$ cat src/rtl/regfile_mp_if.sv
// Bus bundle for the multi-port register file: two write ports, NREAD
// read ports with per-port busy flags, issue/flush scoreboard controls and
// the full busy vector. The master drives requests, the slave (the register
// file) answers with read data and scoreboard state.
interface regfile_mp_if #(
  parameter int XLEN  = 32,
  parameter int AW    = 5,
  parameter int NREAD = 2
) ();

  localparam int NREGS = 2 ** AW;

  // Write port A
  logic                  we_a;
  logic [AW-1:0]         wa_a;
  logic [XLEN-1:0]       wd_a;

  // Write port B (wins over A on an address collision)
  logic                  we_b;
  logic [AW-1:0]         wa_b;
  logic [XLEN-1:0]       wd_b;

  // Read ports, packed: port i occupies [i*AW +: AW] / [i*XLEN +: XLEN]
  logic [NREAD*AW-1:0]   raddr;
  logic [NREAD*XLEN-1:0] rdata;
  logic [NREAD-1:0]      rbusy;

  // Scoreboard controls and state
  logic                  issue_valid;
  logic [AW-1:0]         issue_rd;
  logic                  flush;
  logic [NREGS-1:0]      busy_vec;

  modport master (
    output we_a, wa_a, wd_a,
    output we_b, wa_b, wd_b,
    output raddr,
    output issue_valid, issue_rd, flush,
    input  rdata, rbusy, busy_vec
  );

  modport slave (
    input  we_a, wa_a, wd_a,
    input  we_b, wa_b, wd_b,
    input  raddr,
    input  issue_valid, issue_rd, flush,
    output rdata, rbusy, busy_vec
  );

endinterface

$ cat src/rtl/regfile_mp.sv
// Parametrised multi-port integer register file with a per-register busy
// scoreboard. Register 0 is hard-wired to zero. Two write ports (B has
// priority over A on the same address), NREAD combinational read ports with
// optional same-cycle write forwarding, and an issue/complete/flush busy
// tracker used by decode for hazard detection.
module regfile_mp #(
  parameter int XLEN   = 32,
  parameter int AW     = 5,
  parameter int NREAD  = 2,
  parameter int BYPASS = 1
) (
  input logic           clk,
  input logic           reset,
  regfile_mp_if.slave   bus
);

  localparam int NREGS = 2 ** AW;

  // Architectural state. Entry 0 exists only to keep indexing simple; it is
  // reset to zero and never written, and reads of address 0 are forced to 0.
  logic [XLEN-1:0]  regs [NREGS];
  logic [NREGS-1:0] busy;

  // Effective write strobes after discarding x0 writes and resolving the
  // A/B collision in favour of B.
  logic wr_a_ok;
  logic wr_b_ok;

  // Per-register scoreboard events for this cycle.
  logic [NREGS-1:0] set_vec;
  logic [NREGS-1:0] clr_vec;
  logic [NREGS-1:0] busy_next;

  // Packed read results collected from every port.
  logic [NREAD*XLEN-1:0] rdata_int;
  logic [NREAD-1:0]      rbusy_int;

  // Qualify the two write ports.
  assign wr_b_ok = bus.we_b && (bus.wa_b != '0);
  assign wr_a_ok = bus.we_a && (bus.wa_a != '0) &&
                   !(bus.we_b && (bus.wa_b == bus.wa_a));

  // Register array update; reset clears every entry asynchronously.
  // NOTE: the data array is reset on purpose: software relies on every
  // register reading 0 after reset, so this is not a plain RAM that can be
  // left uninitialised. Sequential state always uses non-blocking '<='.
  always_ff @(posedge clk or posedge reset) begin
    if (reset) begin
      for (int r = 0; r < NREGS; r++) begin
        regs[r] <= '0;
      end
    end else begin
      if (wr_a_ok) begin
        regs[bus.wa_a] <= bus.wd_a;
      end
      if (wr_b_ok) begin
        regs[bus.wa_b] <= bus.wd_b;
      end
    end
  end

  // Decode issue and write-completion events into per-register vectors.
  // NOTE: every signal assigned in an always_comb gets a default at the top
  // so no path leaves it unassigned (which would infer a latch); blocking
  // '=' is correct here because this is combinational logic.
  always_comb begin
    set_vec = '0;
    clr_vec = '0;
    if (bus.issue_valid) begin
      set_vec[bus.issue_rd] = 1'b1;
    end
    if (bus.we_a) begin
      clr_vec[bus.wa_a] = 1'b1;
    end
    if (bus.we_b) begin
      clr_vec[bus.wa_b] = 1'b1;
    end
    // x0 never becomes busy.
    set_vec[0] = 1'b0;
    clr_vec[0] = 1'b0;
  end

  // Next busy state: flush beats everything, a new producer beats a
  // completing write, otherwise a completing write clears the bit.
  always_comb begin
    if (bus.flush) begin
      busy_next = '0;
    end else begin
      busy_next = (busy & ~clr_vec) | set_vec;
    end
  end

  // Busy scoreboard register.
  always_ff @(posedge clk or posedge reset) begin
    if (reset) begin
      busy <= '0;
    end else begin
      busy <= busy_next;
    end
  end

  // Independent combinational read ports.
  for (genvar i = 0; i < NREAD; i++) begin : g_rd
    logic [AW-1:0]   ra;
    logic [XLEN-1:0] rd;

    assign ra = bus.raddr[i*AW +: AW];

    // Stored value with optional forwarding of this cycle's write data;
    // B is checked first to match the collision rule.
    always_comb begin
      rd = '0;
      if (ra != '0) begin
        rd = regs[ra];
        if (BYPASS != 0) begin
          if (bus.we_b && (bus.wa_b == ra)) begin
            rd = bus.wd_b;
          end else if (bus.we_a && (bus.wa_a == ra)) begin
            rd = bus.wd_a;
          end
        end
      end
    end

    assign rdata_int[i*XLEN +: XLEN] = rd;
    // Busy flag is registered state only, never forwarded.
    assign rbusy_int[i] = busy[ra];
  end

  assign bus.rdata    = rdata_int;
  assign bus.rbusy    = rbusy_int;
  assign bus.busy_vec = busy;

endmodule

$ cat src/flat_wrapper.sv
// flat-port wrapper written by rule: the top's interface ports become plain ports
module regfile_mp_flat 
#(
  parameter int XLEN   = 32,
  parameter int AW     = 5,
  parameter int NREAD  = 2,
  parameter int BYPASS = 1
)
  (clk, reset, bus_we_a, bus_wa_a, bus_wd_a, bus_we_b, bus_wa_b, bus_wd_b, bus_raddr, bus_issue_valid, bus_issue_rd, bus_flush, bus_rdata, bus_rbusy, bus_busy_vec);
  regfile_mp_if #(.XLEN(XLEN), .AW(AW), .NREAD(NREAD)) bus_i ();
  input logic clk;
  input logic reset;
  input wire logic [$bits(bus_i.we_a)-1:0] bus_we_a;
  input wire logic [$bits(bus_i.wa_a)-1:0] bus_wa_a;
  input wire logic [$bits(bus_i.wd_a)-1:0] bus_wd_a;
  input wire logic [$bits(bus_i.we_b)-1:0] bus_we_b;
  input wire logic [$bits(bus_i.wa_b)-1:0] bus_wa_b;
  input wire logic [$bits(bus_i.wd_b)-1:0] bus_wd_b;
  input wire logic [$bits(bus_i.raddr)-1:0] bus_raddr;
  input wire logic [$bits(bus_i.issue_valid)-1:0] bus_issue_valid;
  input wire logic [$bits(bus_i.issue_rd)-1:0] bus_issue_rd;
  input wire logic [$bits(bus_i.flush)-1:0] bus_flush;
  output wire logic [$bits(bus_i.rdata)-1:0] bus_rdata;
  output wire logic [$bits(bus_i.rbusy)-1:0] bus_rbusy;
  output wire logic [$bits(bus_i.busy_vec)-1:0] bus_busy_vec;
  assign bus_i.we_a = bus_we_a;
  assign bus_i.wa_a = bus_wa_a;
  assign bus_i.wd_a = bus_wd_a;
  assign bus_i.we_b = bus_we_b;
  assign bus_i.wa_b = bus_wa_b;
  assign bus_i.wd_b = bus_wd_b;
  assign bus_i.raddr = bus_raddr;
  assign bus_i.issue_valid = bus_issue_valid;
  assign bus_i.issue_rd = bus_issue_rd;
  assign bus_i.flush = bus_flush;
  assign bus_rdata = bus_i.rdata;
  assign bus_rbusy = bus_i.rbusy;
  assign bus_busy_vec = bus_i.busy_vec;
  regfile_mp #(.XLEN(XLEN), .AW(AW), .NREAD(NREAD), .BYPASS(BYPASS)) u_core (.clk(clk), .reset(reset), .bus(bus_i));
endmodule
$ cat config.mk
export PLATFORM = sky130hd
export DESIGN_NAME = regfile_mp_flat
export DESIGN_NICKNAME = d
export VERILOG_FILES = /design/src/rtl/regfile_mp_if.sv /design/src/rtl/regfile_mp.sv /design/src/flat_wrapper.sv
export SDC_FILE = /design/constraint.sdc
export NUM_CORES = 2
export LEC_CHECK = 0
export CORE_ASPECT_RATIO = 1.75
export CORE_MARGIN = 4
export CORE_UTILIZATION = 40
export DETAILED_ROUTE_END_ITERATION = 12
export GPL_TIMING_DRIVEN = 0
export PLACE_DENSITY_LB_ADDON = 0.05
export SYNTH_ARGS = -nofsm -noshare
export SYNTH_HDL_FRONTEND = slang
export SYNTH_SLANG_ARGS = --single-unit
$ cat constraint.sdc
create_clock -name clk -period 94.2 [get_ports clk]
set_input_delay 18.84 -clock clk [delete_from_list [all_inputs] [get_ports clk]]
set_output_delay 18.84 -clock clk [all_outputs]
set_load 0.01 [all_outputs]
# Word level (Yosys, flattened, before mapping)
# Index checks and enable logic that the tools add are counted.
# classes
n_addsub,0
mul,0
div_mod_pow,0
magnitude_cmp,14
eq_ne,5
shift,0
n_mux,34
bitwise,8
reduce_logical,18
# ops
op,n
bitwise mux 1024 bit,2
two-way mux 1024 bit,2
two-way mux 32 bit,16
binary-select mux 32 bit (select 5 bit),2
demux 32 bit (select 5 bit),2
OR 32 bit,2
AND 32 bit,1
NOT 32 bit,1
"less-than comparator 5 x 6 -> 1 bit, second input constant",5
equality test 5 bit,5
"greater-or-equal comparator 6 bit, second input constant",4
NOT 5 -> 6 bit,4
nonzero test 5 bit,4
demux 1 bit (select 5 bit),3
"greater-or-equal comparator 5 x 1 -> 1 bit, second input constant",3
logical AND 1 bit,13
"less-than comparator 6 x 1 -> 1 bit, second input constant",2
binary-select mux 1 bit (select 5 bit),2
two-way mux 1 bit,5
zero test 1 bit,1
# word_totals
ff_bits,1056
latch_bits,0
mem_bits_rw,0
romBits,0
inputBits,95
wordCells,112
n_memories,0

# Logic depth before layout (Yosys ltp)
# depth
word_depth,11
depth_mapped,10

# Least setup slack after synthesis
# Ideal clock, no wire load.
# synth_timing
path_type,input to output
from,input bus_raddr[7]
to,output bus_rdata[62]
arrival_ns,20.672
path_slack_ns,54.688
path_stages,9
n_path_buf,4
path_cell_list,buf_2 buf_2 buf_2 buf_2 mux4_2 mux2_2 nand2_1 o211ai_1 a221o_1
# synth_between
elab_chain_cells,7
# synth_lines
item,line,rtl
from (decl),flat_wrapper.sv:19,input wire logic [$bits(bus_i.raddr)-1:0] bus_raddr;
NOT 5 -> 6 bit (implied by the code),regfile_mp.sv:114,rd = regs[ra];
binary-select mux 32 bit (select 5 bit),regfile_mp.sv:114,
two-way mux 32 bit (implied by the code) (2 in a row),regfile_mp.sv:114,
two-way mux 32 bit,regfile_mp.sv:118,end else if (bus.we_a && (bus.wa_a == ra)) begin
two-way mux 32 bit,regfile_mp.sv:116,if (bus.we_b && (bus.wa_b == ra)) begin
two-way mux 32 bit (*),regfile_mp.sv:113,if (ra != '0) begin
to (decl),flat_wrapper.sv:23,output wire logic [$bits(bus_i.rdata)-1:0] bus_rdata;
# Mark *: on every way between the ends. The rest lies on a longest branch, timed or not. The select of a mux whose other input is x is not followed.

# Final worst setup path
# layout_timing
from,input bus_raddr[2]
to,output bus_rdata[18]
# Same word-level chain as after synthesis.

==> flow_summary.ini <==
[status]
outcome = finished, violations left
violations_in_the_final_reports = capacitance limit, slew limit

[synth]
number_of_enable_flip_flop_cells_after_synthesis = 0
flip_flop_and_latch_count_after_synthesis = 1055
synthCells = 6513
yosys.area.top_type_share_pct = 39.1
synthDominantAreaCellType = sky130_fd_sc_hd__dfrtp_1
synth_cell_types = 60
ys.warnings.count = 0
synth.net_count = 6608
synth_area_leaders = sky130_fd_sc_hd__dfrtp_1 39%, sky130_fd_sc_hd__mux2i_1 17%, sky130_fd_sc_hd__mux4_2 13%
mappedNetlistArea_um2 = 67500
asyncSetResetFlopFracSynth_pct = 100
post_synth_top_flop = sky130_fd_sc_hd__dfrtp_1
synth-seq-area-share_pct = 39.1
synth.avg_cell_area_um2 = 10.4

[critical_path]
timing.critical_path.to_type = output pin
crit_arrival_ns = 24.88
worst_setup_path_startpoint = bus_raddr[2]
worstSetupPathType = input pin to output pin
critical_path_peak_fanout = 10
worst_path_largest_cell_delay_ns = 1.18
crit_path_start_kind = input pin
r2r-start = u_core.bus.busy_vec[1]
crit_path_cell_trace = clkdlybuf4s50_1, buf_2, buf_2, nor2_1, nand2_1, o21ai_1, nor2_1, clkbuf_1, a221o_1, clkdlybuf4s50_1
cpMaxStageDelayCell = sky130_fd_sc_hd__nor2_1
worst_ep_required_time_ns = 75.36
timing.reg2reg.setup_slack_ns = 93.22

[grt]
wire_length_of_the_first_global_routing_pass_um = 542000
globalRouteTotalUtil_pct = 45.2
antenna_found_initial = 33
grt_start_max_net_pins = 114
grt_residual_overflow = 0
grt_pass1_vias = 62400

[drt]
routed_wirelength_um = 408000
post_route_antenna_net_violation_count = 0
detailedRoute.firstPassIterationCount = 8
detail_route.drc_violations = 0
dr_total_vias = 63000
via_per_inst = 6.91
drt_iter0_markers = 8151
wl_per_cell_um = 44.8

[die]
initial_core_utilization_pct = 40.2
die_x_um = 319
core_region_area_um2 = 168000
dieArea_um2 = 176000
die_h_um = 552
io_pins = 193
number_of_core_rows = 199

[timing]
slew_headroom_pct = -8.99
postLayoutSetupSlackWorst_ns = 50.48
timing.final.crit_period_ns = 43.72
maxSlewViolCount = 110
setup_viol = 0
final_hold_viol_count = 0
worst_slew_pin_slew_ns = 1.63
rsz0062_at_grt = false
max_clock_freq_mhz = 22.9
finalClockSkew_ns = 0
final.period_utilization_pct = 46.4
setup_total_negative_slack_ns = 0

[clock_network]
clock_tree.root_cell = sky130_fd_sc_hd__clkbuf_16
cts-buffers-inserted = 115
tritoncts_clock_tree = built
ctsHtreeMaxLevel = 3
cts_hold_repair.buffers = 0
cts_setup_buffers = 0
tritoncts_num_sinks = 1055
clk_pin_slew_ns = 0.06
clock_insertion_delay_worst_skew_ns = 0.78
clock_tree.buffer_depth = 3
postCtsResizedCells = 0

[job]
timing.max_cap.violations = 11

[power]
leakage_nw = 35.9
cellPowerDensity_nw_per_um2 = 21.3
vdd_ir_drop_max_mv = 0.0160

[placed_design]
dp.cells = 8869
dpl-instance-area_um2 = 72000
pre_cts_slack_ns = 51.05
gp_routability_congestion = 1.03
dp_hpwl_um = 304000
io_buffers = 129

[worst_hold_path]
holdCritPathClass = flop to flop
min_from = u_core.regs[1010]

[final_layout]
finish.instance_area_um2 = 76000
final_cell_count_no_fill = 9109
final_net_count = 6870
layout.filler_cells = 16400
post_route_cells_drive_above_1_share_pct = 14.9
finalCoreUtilization_pct = 45.3
flow.area_growth_from_synthesis_pct = 12.5
## stage by stage
stage | total power, mW | hold WS (ns)
6_report | 1.62 | 0.479
4_1_cts | 1.60 | 0.480
3_5_place_dp | 1.10 | 0.466
2_1_floorplan | 0.936 | 0.441
5_1_grt | 1.66 | 0.492
3_3_place_gp | 1.09 | 0.452
## flip-flops by register name (all words and copies together) (netlist names)
register             count
u_core.bus.busy_vec     31
u_core.regs           1024
## final timing paths
| kind | end | cells after the start |
|---|---|---|
| setup / recovery | bus_rdata[18] | 10 |
| hold / removal | u_core.regs[1010] | 1 |
| setup reg to reg | u_core.bus.busy_vec[1] | 2 |
| hold reg to reg | u_core.regs[1010] | 1 |
| max in group asynchronous | u_core.regs[280] | 6 |
| min in group asynchronous | u_core.regs[424] | 2 |
## per-layer routing
layer	share of wire, %	track usage (%)	vias up
met1	32	47.5	31800
met3	9.6	12.8	1966
met4	13	45.2	18
met2	45	71.8	4726
li1	-	-	24500
met5	0.030	0	-
## cell usage after synthesis (3+ instances only)
cell type / n
sky130_fd_sc_hd__a221o_1: 67
sky130_fd_sc_hd__mux2_2: 65
sky130_fd_sc_hd__buf_2: 128
sky130_fd_sc_hd__o211ai_2: 26
sky130_fd_sc_hd__xor2_1: 8
sky130_fd_sc_hd__a32oi_1: 20
sky130_fd_sc_hd__or3b_1: 3
sky130_fd_sc_hd__xnor2_1: 17
sky130_fd_sc_hd__o221ai_1: 62
sky130_fd_sc_hd__clkbuf_1: 556
sky130_fd_sc_hd__nand3_1: 56
sky130_fd_sc_hd__nand2_1: 686
sky130_fd_sc_hd__inv_1: 4
sky130_fd_sc_hd__and3b_1: 6
sky130_fd_sc_hd__buf_4: 80
sky130_fd_sc_hd__nor3_1: 3
sky130_fd_sc_hd__mux4_1: 18
sky130_fd_sc_hd__o21ai_1: 208
sky130_fd_sc_hd__nor3b_2: 4
sky130_fd_sc_hd__dfrtp_1: 1055
sky130_fd_sc_hd__buf_12: 4
sky130_fd_sc_hd__o22ai_1: 63
sky130_fd_sc_hd__nor2b_1: 8
sky130_fd_sc_hd__nor4_1: 4
sky130_fd_sc_hd__nor3b_1: 7
sky130_fd_sc_hd__a2111oi_2: 35
sky130_fd_sc_hd__a21oi_1: 610
sky130_fd_sc_hd__o21ai_0: 150
sky130_fd_sc_hd__a31oi_1: 76
sky130_fd_sc_hd__buf_1: 36
sky130_fd_sc_hd__nor2_1: 621
sky130_fd_sc_hd__nand4_1: 3
sky130_fd_sc_hd__a22oi_1: 11
sky130_fd_sc_hd__a22o_1: 62
sky130_fd_sc_hd__o211a_1: 3
sky130_fd_sc_hd__a311oi_1: 3
sky130_fd_sc_hd__and3_1: 10
sky130_fd_sc_hd__and2_1: 3
sky130_fd_sc_hd__mux4_2: 384
sky130_fd_sc_hd__mux2i_1: 1123
sky130_fd_sc_hd__o211ai_1: 52
sky130_fd_sc_hd__buf_6: 59
sky130_fd_sc_hd__a2111oi_0: 91
## layout make-up
cell class / count / area, um2 / area share, %
inverter: 6 / 30.0 / 0.0395
antenna: 26 / 65.1 / 0.0856
clock inverter: 57 / 659 / 0.868
sequential: 1055 / 26400 / 34.7
clock buffer: 157 / 3280 / 4.31
buffer: 863 / 4230 / 5.56
tap: 2211 / 2770 / 3.64
multi-input combinational: 4589 / 36900 / 48.6
timing repair buffer: 145 / 1620 / 2.14
## cells in the final DEF (no fill, tap or decap), types with 22 or more instances in the layout
cell type,count
sky130_fd_sc_hd__nand3_1,56
sky130_fd_sc_hd__clkbuf_1,559
sky130_fd_sc_hd__buf_2,130
sky130_fd_sc_hd__clkbuf_8,22
sky130_fd_sc_hd__o221ai_1,62
sky130_fd_sc_hd__mux2_2,65
sky130_fd_sc_hd__nor2_1,621
sky130_fd_sc_hd__o21ai_0,150
sky130_fd_sc_hd__dfrtp_1,1055
sky130_fd_sc_hd__diode_2,26
sky130_fd_sc_hd__mux2i_1,1123
sky130_fd_sc_hd__o211ai_1,52
sky130_fd_sc_hd__o22ai_1,62
sky130_fd_sc_hd__buf_4,80
sky130_fd_sc_hd__a31oi_1,76
sky130_fd_sc_hd__buf_1,36
sky130_fd_sc_hd__o211ai_2,26
sky130_fd_sc_hd__nand2_1,686
sky130_fd_sc_hd__a21oi_1,610
sky130_fd_sc_hd__o21ai_1,208
sky130_fd_sc_hd__clkdlybuf4s50_1,129
sky130_fd_sc_hd__clkbuf_16,116
sky130_fd_sc_hd__a2111oi_2,35
sky130_fd_sc_hd__a22o_1,62
sky130_fd_sc_hd__clkinv_2,33
sky130_fd_sc_hd__a221o_1,67
sky130_fd_sc_hd__mux4_2,384
sky130_fd_sc_hd__buf_6,61
sky130_fd_sc_hd__a2111oi_0,88
## report_power, final
part	internal, mW	switching, mW
clock network	0.279	0.224
registers	0.569	0.100
logic	0.210	0.236
## critical path: cells and delay by family
| family | cells | cell delay [ns] |
|---|---|---|
| buf+inv | 5 | 3.20 |
| simple gates | 3 | 2.00 |
| compound gates | 2 | 0.80 |
## cells by family (layout without fill, tap and decap cells)
group	after synthesis	count (layout)	share of synthesized area, %
xor+xnor	25	25	0.324
simple gates	1428	1428	8.41
buf+inv	869	1228	6.26
other cells	1	27	0.00555
compound gates	1545	1545	14.7
flops	1055	1055	39.1
mux	1590	1590	31.2
No activity file was read; power rests on OpenSTA's default activity.
